<file path="src/rtl/alu_pkg.sv">
// Shared definitions for the arbitrated ALU: opcode encodings and the
// transaction FSM state type.
package alu_pkg;

    localparam logic [2:0] OP_ADD = 3'b000;
    localparam logic [2:0] OP_SUB = 3'b001;
    localparam logic [2:0] OP_AND = 3'b010;
    localparam logic [2:0] OP_OR  = 3'b011;
    localparam logic [2:0] OP_XOR = 3'b100;
    localparam logic [2:0] OP_NOT = 3'b101;
    localparam logic [2:0] OP_SHL = 3'b110;
    localparam logic [2:0] OP_SHR = 3'b111;

    typedef enum logic [1:0] {
        IDLE = 2'b00,
        EXEC = 2'b01,
        RESP = 2'b10
    } state_t;

endpackage

</file>
<file path="src/rtl/ALU.sv">
// Purely combinational N-bit ALU: eight operations with carry/borrow/
// shifted-out flag and zero flag.
import alu_pkg::*;

module ALU #(
    parameter int N = 8
) (
    input  logic [N-1:0] a,
    input  logic [N-1:0] b,
    input  logic [2:0]   op,
    output logic [N-1:0] y,
    output logic         cf,
    output logic         zf
);

    logic [N:0] wide_s;

    // Operation decode; ADD/SUB take CF from the extra (N+1)th bit.
    always_comb begin
        wide_s = {(N+1){1'b0}};
        y      = {N{1'b0}};
        cf     = 1'b0;
        case (op)
            OP_ADD: begin
                wide_s = {1'b0, a} + {1'b0, b};
                y      = wide_s[N-1:0];
                cf     = wide_s[N];
            end
            OP_SUB: begin
                wide_s = {1'b0, a} - {1'b0, b};
                y      = wide_s[N-1:0];
                cf     = wide_s[N];
            end
            OP_AND: y = a & b;
            OP_OR:  y = a | b;
            OP_XOR: y = a ^ b;
            OP_NOT: y = ~a;
            OP_SHL: begin
                y  = {a[N-2:0], 1'b0};
                cf = a[N-1];
            end
            OP_SHR: begin
                y  = {1'b0, a[N-1:1]};
                cf = a[0];
            end
            default: begin
                y  = {N{1'b0}};
                cf = 1'b0;
            end
        endcase
        zf = (y == {N{1'b0}});
    end

endmodule

</file>
<file path="src/rtl/alu_rr_arbiter.sv">
// Round-robin arbiter sharing one ALU between two valid/ready requesters;
// one transaction at a time: IDLE -> EXEC -> RESP -> IDLE.
import alu_pkg::*;

module alu_rr_arbiter #(
    parameter int N = 8
) (
    input  logic         clk,
    input  logic         rst,
    input  logic         req0_valid,
    output logic         req0_ready,
    input  logic [N-1:0] req0_a,
    input  logic [N-1:0] req0_b,
    input  logic [2:0]   req0_op,
    input  logic         req1_valid,
    output logic         req1_ready,
    input  logic [N-1:0] req1_a,
    input  logic [N-1:0] req1_b,
    input  logic [2:0]   req1_op,
    output logic         rsp_valid,
    input  logic         rsp_ready,
    output logic         rsp_id,
    output logic [N-1:0] rsp_y,
    output logic         rsp_cf,
    output logic         rsp_zf,
    output logic         busy
);

    state_t       state_r;
    state_t       next_state_s;
    logic         last_grant_r;
    logic         grant_s;
    logic         hs_s;
    logic [N-1:0] opa_r;
    logic [N-1:0] opb_r;
    logic [2:0]   opc_r;
    logic         opid_r;
    logic [N-1:0] alu_y_s;
    logic         alu_cf_s;
    logic         alu_zf_s;

    ALU #(.N(N)) u_alu (
        .a  (opa_r),
        .b  (opb_r),
        .op (opc_r),
        .y  (alu_y_s),
        .cf (alu_cf_s),
        .zf (alu_zf_s)
    );

    // FSM state register.
    always_ff @(posedge clk or posedge rst) begin
        if (rst) begin
            state_r <= IDLE;
        end else begin
            state_r <= next_state_s;
        end
    end

    // FSM next-state logic.
    always_comb begin
        next_state_s = state_r;
        case (state_r)
            IDLE: begin
                if (hs_s) begin
                    next_state_s = EXEC;
                end else begin
                    next_state_s = IDLE;
                end
            end
            EXEC: next_state_s = RESP;
            RESP: begin
                if (rsp_valid && rsp_ready) begin
                    next_state_s = IDLE;
                end else begin
                    next_state_s = RESP;
                end
            end
            default: next_state_s = IDLE;
        endcase
    end

    // Grant and handshake outputs; on contention the last winner yields.
    always_comb begin
        grant_s = last_grant_r;
        if (req0_valid && req1_valid) begin
            grant_s = ~last_grant_r;
        end else if (req0_valid) begin
            grant_s = 1'b0;
        end else if (req1_valid) begin
            grant_s = 1'b1;
        end else begin
            grant_s = last_grant_r;
        end
        req0_ready = (state_r == IDLE) && req0_valid && (grant_s == 1'b0);
        req1_ready = (state_r == IDLE) && req1_valid && (grant_s == 1'b1);
        hs_s       = req0_ready || req1_ready;
        busy       = (state_r != IDLE);
    end

    // Operand capture on handshake and response registers.
    always_ff @(posedge clk or posedge rst) begin
        if (rst) begin
            last_grant_r <= 1'b1;
            opa_r        <= {N{1'b0}};
            opb_r        <= {N{1'b0}};
            opc_r        <= 3'b000;
            opid_r       <= 1'b0;
            rsp_valid    <= 1'b0;
            rsp_id       <= 1'b0;
            rsp_y        <= {N{1'b0}};
            rsp_cf       <= 1'b0;
            rsp_zf       <= 1'b0;
        end else begin
            if (hs_s) begin
                last_grant_r <= grant_s;
                opid_r       <= grant_s;
                opa_r        <= grant_s ? req1_a  : req0_a;
                opb_r        <= grant_s ? req1_b  : req0_b;
                opc_r        <= grant_s ? req1_op : req0_op;
            end
            if (state_r == EXEC) begin
                rsp_valid <= 1'b1;
                rsp_id    <= opid_r;
                rsp_y     <= alu_y_s;
                rsp_cf    <= alu_cf_s;
                rsp_zf    <= alu_zf_s;
            end else if ((state_r == RESP) && rsp_ready) begin
                rsp_valid <= 1'b0;
            end
        end
    end

endmodule

</file>
<file path="config.mk">
export PLATFORM = sky130hd
export DESIGN_NAME = alu_rr_arbiter
export DESIGN_NICKNAME = d
export VERILOG_FILES = /design/src/rtl/alu_pkg.sv /design/src/rtl/ALU.sv /design/src/rtl/alu_rr_arbiter.sv
export SDC_FILE = /design/constraint.sdc
export NUM_CORES = 1
export LEC_CHECK = 0
export ABC_AREA = 1
export CAP_MARGIN = 20
export CORE_MARGIN = 2
export CORE_UTILIZATION = 50
export DETAILED_ROUTE_END_ITERATION = 10
export PLACE_DENSITY_LB_ADDON = 0.05
export RECOVER_POWER = 50
export SYNTH_ARGS = -nofsm -noshare
export SYNTH_HDL_FRONTEND = slang
export SYNTH_SLANG_ARGS = --single-unit
</file>
<file path="constraint.sdc">
create_clock -name clk -period 3.3 [get_ports clk]
set_clock_uncertainty 0.1 [all_clocks]
set_input_delay 0.66 -clock clk [delete_from_list [all_inputs] [get_ports clk]]
set_output_delay 0.66 -clock clk [all_outputs]
set_load 0.02 [all_outputs]
</file>
==> metrics, run 1 <==
outcome finished with violations; mux contribution to synthesized area 0%; Achievable Freq 332.2 MHz; first-pass GRT wire length 12.69 mm; Top delay family on crit path buffers and inverters; Post-synth EDFFs 0; setup TNS 0 ns; vias after detailed routing 3101; initial core utilization 51.15%; sequential-to-total area share from yosys stat 29.31%; area delta synth->final 22.83%; DRT Wirelength 7.692 mm; asr flop ratio synth 100.0%; max_cap viols 1; total power 4.057 mW; initial antenna violation count 0; TritonCTS clock tree yes; period utilization 91.21%; Buffers & Inverters on Critical Path 3; hold_ws 0.3720 ns; required time worst endpoint 2.54 ns; r2r setup slk 0.94 ns; global route total overflow 0; Rows 28; worst skew pair latency 0.29 ns; CTS root buf clkbuf_8; worst ir drop on vdd 781.0 µV; Vias per Instance 5.292; Antenna diodes 0; pwr/cell area 1104 nW/µm²; post-synthesis adder-cell area fraction 11.37%; total CTS buffers 5; # nets final 579; Main synth FF type dfrtp_1; most common cell after layout, fill and taps aside nand2_1; Setup Fix Bufs, Post-CTS 0; CP Cell Sequence clkdlybuf4s50_1 > inv_1 > nand2_1 > nand2_1 > nor3_1 > clkdlybuf4s50_1; Startpoint Class input port; commonest non-fill, non-tap cells in the layout 141 x nand2_1, 57 x inv_1, 55 x clkdlybuf4s50_1, 53 x nand3_1, 48 x nor2_1; Synth Area in Compound Gates 10.08%; Core ar. 5851 µm²; failing checks max-capacitance violations, max-slew violations; Hold Buf Count CTS 0; Finish-stage setup viols 0; Worst EP arrival 2.25 ns; final hold violations 0; vias in the first global route 2757; WS Path Type input port to primary output; DR iter-0 viols 219; Cells after Synth 460; Slew HR -21.21%; CP max-delay cell clkdlybuf4s50_1; # H-tree levels 2; Critical Path Max Stage Delay 0.66 ns; Critical Path End Type primary output; die area 6620 µm²; Post-Synth XOR/XNOR Area 0.2926%; Routed Antenna Nets 0; register area 877.1 µm²; largest family of logic cells by synthesized area simple AND/OR/NAND/NOR gates; largest net degree at the start of global routing 40; Mapped Avg Cell Area 6.506 µm²; multi-input logic area 1779 µm²; Syn Nets 529; crit-path max FO 3; gr usage total 24.82%; Mapped Area 2993 µm²; Post-Synth Simple-Gate Area 37.96%; clock tree buffer depth 2; unique cell type count in the Yosys netlist 30; port buffer count 57; Wirelength per Cell 13.13 µm; die width 81.37 µm; crit path time final 3.010 ns; die height 81.37 µm; DRC viols 0; Worst-Margin Slew 1.818 ns; TritonRoute pass-1 iters 5; Worst-path clk slew 0.08 ns; clock sink total 35; Synthesis Warnings 0; Fill cells 550; flops & latches, synth 35; RSZ-0062 raised after global routing false; fraction of layout cells with a size suffix above 1 4.501%; I/O pin count 58; PostCTS Resize Cnt 0; Hold Path Class register to register; Leak 1.847 nW; RePlAce Congestion 0.9529; max-slew violations 36; half-perimeter wire length after placement 6.090 mm
## cell families after synthesis
logic type	Yosys count
adder cells (fa/ha/maj)	26
AO/OA/AOI/OAI	53
AND/OR/NAND/NOR	265
XOR/XNOR	1
buffers and inverters	80
flip-flops	35
## per-layer routing
layer | wire length (µm) | global-route usage (%)
met5 | 0 | 0
met4 | 265 | 10.51
met3 | 510 | 5.111
met2 | 3406 | 39.75
met1 | 3509 | 32.43
## power by group
part / switching, mW / internal, mW / total (mW)
Clock: 0.174 / 0.151 / 0.325
Combinational: 1.80 / 1.02 / 2.82
Sequential: 0.268 / 0.647 / 0.914
## registers in the layout, summed over array words and instances, names as in the netlist
name and cells:
rsp_y 8, opb_r 8, last_grant_r 1, opa_r 8, rsp_zf 1, opid_r 1, rsp_valid 1, opc_r 3
rsp_cf 1, rsp_id 1, state_r 2
## synthesized netlist by cell type (4+ instances only)
| master | count | share of area, % |
|---|---|---|
| nand2_1 | 141 | 18 |
| inv_1 | 56 | 7.0 |
| nand3_1 | 53 | 8.9 |
| nor2_1 | 47 | 5.9 |
| dfrtp_1 | 34 | 28 |
| ha_1 | 24 | 10 |
| a31oi_1 | 19 | 4.0 |
| a21oi_1 | 15 | 2.5 |
| nand4_1 | 14 | 2.9 |
| o21ai_0 | 10 | 1.7 |
| buf_2 | 6 | 1.0 |
| clkbuf_1 | 6 | 0.75 |
| buf_4 | 5 | 1.3 |
| inv_2 | 4 | 0.50 |
| o21ai_1 | 4 | 0.67 |
## path summary, 6_finish.rpt
path,start,endpoint,cells after the start
min in group asynchronous,rst,rsp_valid$_DFFE_PP0P_,3
max in group asynchronous,rst,opb_r[3]$_DFFE_PP0P_,3
worst max register to register,opa_r[0]$_DFFE_PP0P_,rsp_zf$_DFFE_PP0P_,14
worst min-delay path,rsp_id$_DFFE_PP0P_,rsp_id$_DFFE_PP0P_,2
worst max-delay path,req0_valid,req0_ready,6
worst min register to register,rsp_id$_DFFE_PP0P_,rsp_id$_DFFE_PP0P_,2
## stage by stage
step | utilization [%] | cell area [µm²] | cells | setup slack [ns]
floorplan | - | 2993 | 460 | 1.093
global placement | 61.44 | 3595 | 578 | 0.4472
detailed placement | 61.44 | 3595 | 578 | 0.4016
CTS | 63.02 | 3687 | 586 | 0.3879
global route | 62.83 | 3676 | 586 | 0.1749
finish | 62.83 | 3676 | 586 | 0.2901
## layout make-up
type / instances / area share (%)
Clock buffer: 5 / 1.872
Tap cell: 75 / 2.553
Timing Repair Buffer: 62 / 16.44
Inverter: 61 / 6.229
Sequential cell: 35 / 23.86
Multi-Input combinational cell: 345 / 48.40
Clock inverter: 3 / 0.6467
## worst reg2reg max path: stages (launching register included)
cell and delay, ns:
dfrtp_1 0.47, inv_1 0.10, ha_1 0.29, fa_1 0.41
inv_1 0.09, nand2_1 0.07, nand2_1 0.07, nor2_1 0.04
nor2_1 0.10, nand3_1 0.13, nor2_1 0.13, nand2_1 0.06
nor2_1 0.10, nand4_1 0.09, nand2_1 0.07
Note: power is estimated with default switching activity, not from simulation.
==> run 2: changes to the inputs <==
--- a/config.mk
+++ b/config.mk
@@ -9,6 +9,7 @@
 export CAP_MARGIN = 20
 export CORE_MARGIN = 2
 export CORE_UTILIZATION = 50
+export CTS_BUF_LIST = sky130_fd_sc_hd__clkbuf_4
 export DETAILED_ROUTE_END_ITERATION = 10
 export PLACE_DENSITY_LB_ADDON = 0.05
 export RECOVER_POWER = 50
==> run 2 against run 1 <==
The flow still finishes with violations (max-capacitance violations, max-slew violations). Cell area decreased by 0.92%. First-iteration DRC count decreased by 14%. Final cell count unchanged. Sequential share of layout area increased by 0.22 points. Power decreased by 2.2%. Combinational power about the same. Utilization decreased by 0.58 points. Highest routed layer unchanged.
==> metrics, run 2 (same netlist as run 1, synthesis figures left out) <==
max_cap viols 1; Finish-stage setup viols 0; worst ir drop on vdd 787.9 µV; Sw Share 56.06%; clock power share 6.2%; RSZ-0062 raised after global routing false; global route total overflow 0; first-pass GRT wire length 12.66 mm; Setup Fix Bufs, Post-CTS 0; setup TNS 0 ns; Slew HR -21.20%; half-perimeter wire length after placement 6.090 mm; Achievable Freq 333.0 MHz; fraction of layout cells with a size suffix above 1 4.501%; TritonCTS clock tree yes; TritonRoute pass-1 iters 5; gr usage total 24.79%; Worst-path clk slew 0.13 ns; clock tree buffer depth 2; crit path time final 3.003 ns; max-slew violations 36; die area 6620 µm²; vias in the first global route 2748; Int Power 1.744 mW; I/O pin count 58; DRC viols 0; Antenna diodes 0; Worst-Margin Slew 1.818 ns; fin area 3642 µm²; CP Launch Point req0_valid; vias after detailed routing 3093; Area after DPL 3595 µm²; Wirelength per Cell 13.04 µm; Hold Buf Count CTS 0; port buffer count 57; worst skew pair latency 0.34 ns; Leak 1.831 nW; reg2reg end rsp_zf$_DFFE_PP0P_; Hold Path Class register to register; period utilization 90.99%; final hold violations 0; Rows 28; Critical Path End Type primary output; initial core utilization 51.15%; most common cell after layout, fill and taps aside nand2_1; WS Path Type input port to primary output; clock sink total 35; Core ar. 5851 µm²; CTS root buf clkbuf_4; commonest non-fill, non-tap cells in the layout 141 x nand2_1, 57 x inv_1, 56 x clkdlybuf4s50_1, 53 x nand3_1, 48 x nor2_1; # nets final 579; required time worst endpoint 2.54 ns; Comb pwr share 70.8%; crit-path max FO 3; RePlAce Congestion 0.9529; die width 81.37 µm; Worst Hold Path EP rsp_id$_DFFE_PP0P_; Worst EP arrival 2.24 ns; Routed Antenna Nets 0; Psw 2.226 mW; largest net degree at the start of global routing 40; start of the worst register-to-register path opa_r[0]$_DFFE_PP0P_; PostCTS Resize Cnt 0; Hold Path Origin rsp_id$_DFFE_PP0P_; die height 81.37 µm; WHS Path Cells 2; initial antenna violation count 0; hold_ws 0.3825 ns; top flop regs opa_r x8, opb_r x8, rsp_y x8; pwr/cell area 1090 nW/µm²; Startpoint Class input port; Seq pwr share 23.0%; r2r setup slk 0.93 ns; failing checks max-capacitance violations, max-slew violations; Vias per Instance 5.278; total CTS buffers 5; # H-tree levels 2; DR iter-0 viols 188; area delta synth->final 21.70%; outcome finished with violations; number of cells on the worst reg-to-reg path 14; DRT Wirelength 7.642 mm
run 2: changes by cell type in the layout (fill, tap and decap cells not counted), sizes merged:
| cell | before | now |
|---|---|---|
| clkbuf | 6 | 7 |
| buf | 4 | 3 |
| dlygate4sd3 | 2 | 1 |
| clkdlybuf4s50 | 55 | 56 |
run 2: through the flow:
stage          setup WS [ns]  std cells  total power, mW  util (%)
3_5_place_dp          0.4016        578            3.714     61.44
2_1_floorplan          1.093        460            2.956         -
6_report              0.2973        586            3.970     62.25
4_1_cts               0.3879        586            3.975     62.49
3_3_place_gp          0.4472        578            3.652     61.44
5_1_grt               0.1749        586            4.418     62.25
run 2: how the worst max path moves through the flow:
stage	endpoint	cells past startpoint
after floorplan	req1_ready	4
after global placement	req1_ready	5
after detailed placement	req0_ready	6
after CTS	req0_ready	6
after global routing	req0_ready	6
final	req0_ready	6
run 2: power groups by stage:
stage,sequential [mW],clock [mW],combinational [mW]
finish,0.912,0.246,2.81
global route,0.946,0.274,3.20
CTS,0.911,0.258,2.81
detailed placement,0.921,0,2.79
global placement,0.909,0,2.74
floorplan,0.888,0,2.07
run 2: worst max-delay path, stage by stage:
cell,delay [ns]
clkdlybuf4s50_1,0.46
inv_1,0.05
nand2_1,0.09
nand2_1,0.08
nor3_1,0.23
clkdlybuf4s50_1,0.66
run 2: cell type report:
type / instances / area, µm²
well taps: 75 / 93.84
clock buffers: 5 / 37.54
repair buffers: 62 / 601.8
fillers: 557 / 2208
clock inverters: 3 / 23.77
multi-input cells: 345 / 1779
inverters: 61 / 229.0
flip-flops and latches: 35 / 877.1
run 2: metal layers:
metal  vias up  GRT usage [%]  wire length, µm  share of wire (%)
li1       1587              -                -                  -
met1      1373          32.50             3537                 46
met4         0          10.34              217                2.8
met2       117          39.43             3386                 44
met5         -              0                0                  0
met3        16          5.444              501                6.6
==> run 3: changes to the inputs <==
--- a/config.mk
+++ b/config.mk
@@ -5,7 +5,7 @@
 export SDC_FILE = /design/constraint.sdc
 export NUM_CORES = 1
 export LEC_CHECK = 0
-export ABC_AREA = 1
+export ABC_CLOCK_PERIOD_IN_PS = 3300
 export CAP_MARGIN = 20
 export CORE_MARGIN = 2
 export CORE_UTILIZATION = 50
==> run 3 against run 2 <==
The flow still finishes with violations (max-capacitance violations, max-slew violations). Register-to-register slack got worse by 0.37 ns. Critical path depth decreased by 1. Utilization up 1.5 points. Clock-buffer cell count did not move.
==> metrics, run 3 <==
outcome finished with violations; failing checks max-capacitance violations, max-slew violations; unique cell type count in the Yosys netlist 58; Achievable Freq 331.5 MHz; Core ar. 5608 µm²; max_cap viols 2; sequential-to-total area share from yosys stat 29.74%; total CTS buffers 5; most common cell after layout, fill and taps aside clkdlybuf4s50_1; Critical Path Max Stage Delay 0.61 ns; Critical Path End Type primary output; number of cells on the worst reg-to-reg path 10; # nets final 454; area delta synth->final 21.30%; gr usage total 20.89%; DRC viols 0; first-pass GRT wire length 10.62 mm; TritonRoute pass-1 iters 4; Synth Area in Compound Gates 21.43%; met1 global-route usage 28.26%; top flop regs opa_r x8, opb_r x8, rsp_y x8; TritonCTS clock tree yes; Hold Buf Count CTS 0; Routed Antenna Nets 0; worst ir drop on vdd 590.0 µV; Vias per Instance 5.485; hold_ws 0.3896 ns; top cells by count, synth 37 x a21oi_1, 35 x nor2_1, 34 x dfrtp_1, 29 x inv_1, 25 x mux2i_1; DRT Wirelength 6.391 mm; most frequent cell after synthesis a21oi_1; Main synth FF type dfrtp_1; Fill cells 515; worst skew pair latency 0.35 ns; die area 6529 µm²; asr flop ratio synth 100.0%; Cells after Synth 336; period utilization 91.40%; max-slew violations 75; synth top area cells dfrtp_1 29%, ha_1 10%, mux2i_1 8.5%, a21oi_1 6.3%, nor2_1 4.5%; commonest non-fill, non-tap cells in the layout 54 x clkdlybuf4s50_1, 36 x a21oi_1, 34 x nor2_1, 34 x dfrtp_1, 29 x inv_1; WHS Path Cells 2; half-perimeter wire length after placement 5.007 mm; Wirelength per Cell 13.95 µm; initial core utilization 52.59%; largest family of logic cells by synthesized area compound AO/OA/AOI/OAI gates; Antenna diodes 0; total power 3.943 mW; Post-synth EDFFs 0; clock tree buffer depth 2; setup TNS 0 ns; Setup Fix Bufs, Post-CTS 0; required time worst endpoint 2.54 ns; Leak 1.617 nW; Post-Synth XOR/XNOR Area 1.485%; Yosys top cell by area dfrtp_1; pwr/cell area 1102 nW/µm²; I/O pin count 58; RSZ-0062 raised after global routing false; crit-path max FO 4; # H-tree levels 2; Worst-Margin Slew 1.877 ns; Slew HR -25.11%; vias after detailed routing 2512; port buffer count 57; Worst EP arrival 2.26 ns; Syn Nets 405; multi-input logic area 1829 µm²; met3 usage 4.222%; PostCTS Resize Cnt 0; clock sink total 35; Finish-stage setup viols 0; WS Path Type input port to primary output; CTS root buf clkbuf_4; met2 GRT Util 34.30%; post-synthesis adder-cell area fraction 11.54%; CP Cell Sequence dlygate4sd3_1 > nor2b_1 > a21oi_2 > nor2_1 > clkdlybuf4s50_1; register area 877.1 µm²; Worst-path clk slew 0.12 ns; Mapped Avg Cell Area 8.777 µm²; crit path time final 3.016 ns; global route total overflow 0; final hold violations 0; DR iter-0 viols 189; mux contribution to synthesized area 12.69%; largest net degree at the start of global routing 40; fraction of layout cells with a size suffix above 1 8.808%; flops & latches, synth 35; Synth top area share 28.85%; initial antenna violation count 0; RePlAce Congestion 0.8838; Mapped Area 2949 µm²; Rows 27; Synthesis Warnings 0; Hold Path Class register to register; vias in the first global route 2351; die height 80.80 µm; GRT busiest layer met2; Startpoint Class input port; die width 80.80 µm; CP max-delay cell clkdlybuf4s50_1; Post-Synth Simple-Gate Area 14.68%
[run 3: cell count changes after synthesis, moves of 6 or more]
cell / change
nand2_1: -120
nand3_1: -51
inv_1: -27
mux2i_1: +25
a21oi_1: +22
a31oi_1: -15
nand4_1: -14
nor2_1: -12
o21ai_0: +8
a211oi_1: +7
nor2b_1: +6
[run 3: layout make-up]
cell class                 instances  share of cell area, %
clock inverter                     3                 0.5596
clock buffer                       5                  1.049
multi-input combinational        250                  51.14
tap                               72                  2.518
inverter                          30                  3.218
sequential                        35                  24.52
timing repair buffer              63                  17.00
[run 3: critical path: cells and delay by family]
kind	cells	cell delay, ns
simple gates	2	0.35
buf+inv	2	1.19
compound gates	1	0.06
[run 3: per-stage QoR]
step	instance area (µm²)	setup slack [ns]	instances	util, %
finish	3577	0.2837	458	63.79
floorplan	2949	0.9438	336	-
global placement	3527	0.4140	450	62.90
CTS	3585	0.3532	458	63.92
global route	3577	0.1577	458	63.79
detailed placement	3527	0.3606	450	62.90
[run 3: routing by layer]
| metal | share of wire [%] | routed length (µm) | up-vias |
|---|---|---|---|
| met5 | 0 | 0 | - |
| li1 | - | - | 1277 |
| met2 | 47 | 3002 | 66 |
| met3 | 4.7 | 303 | 7 |
| met1 | 47 | 3019 | 1162 |
| met4 | 1.0 | 66 | 0 |
[run 3: path summary, 6_finish.rpt]
check                           slack, ns              endpoint                  from
worst max-delay path                 0.28            req1_ready            req1_valid
worst min-delay path                 0.39  rsp_y[4]$_DFFE_PP0P_  rsp_y[4]$_DFFE_PP0P_
worst max register to register       0.56    rsp_cf$_DFFE_PP0P_  opa_r[0]$_DFFE_PP0P_
worst min register to register       0.39  rsp_y[4]$_DFFE_PP0P_  rsp_y[4]$_DFFE_PP0P_
max in group asynchronous            0.72    rsp_cf$_DFFE_PP0P_                   rst
min in group asynchronous            1.30  rsp_y[0]$_DFFE_PP0P_                   rst
[run 3: logic make-up (layout without fill, tap and decap cells)]
| kind of cell | count (synthesis) | in the layout |
|---|---|---|
| DFF | 35 | 35 |
| AOI/OAI and AO/OA | 97 | 97 |
| xor gates and xnor gates | 5 | 5 |
| muxes | 33 | 33 |
| and+or+nand+nor | 89 | 89 |
| adders and majority gates | 26 | 26 |
| buffers and inverters | 51 | 101 |
[run 3: power by group]
| part | switching [mW] | internal (mW) | total, mW |
|---|---|---|---|
| sequential | 0.302 | 0.643 | 0.945 |
| combinational | 1.50 | 1.25 | 2.76 |
| clock | 0.160 | 0.0813 | 0.242 |
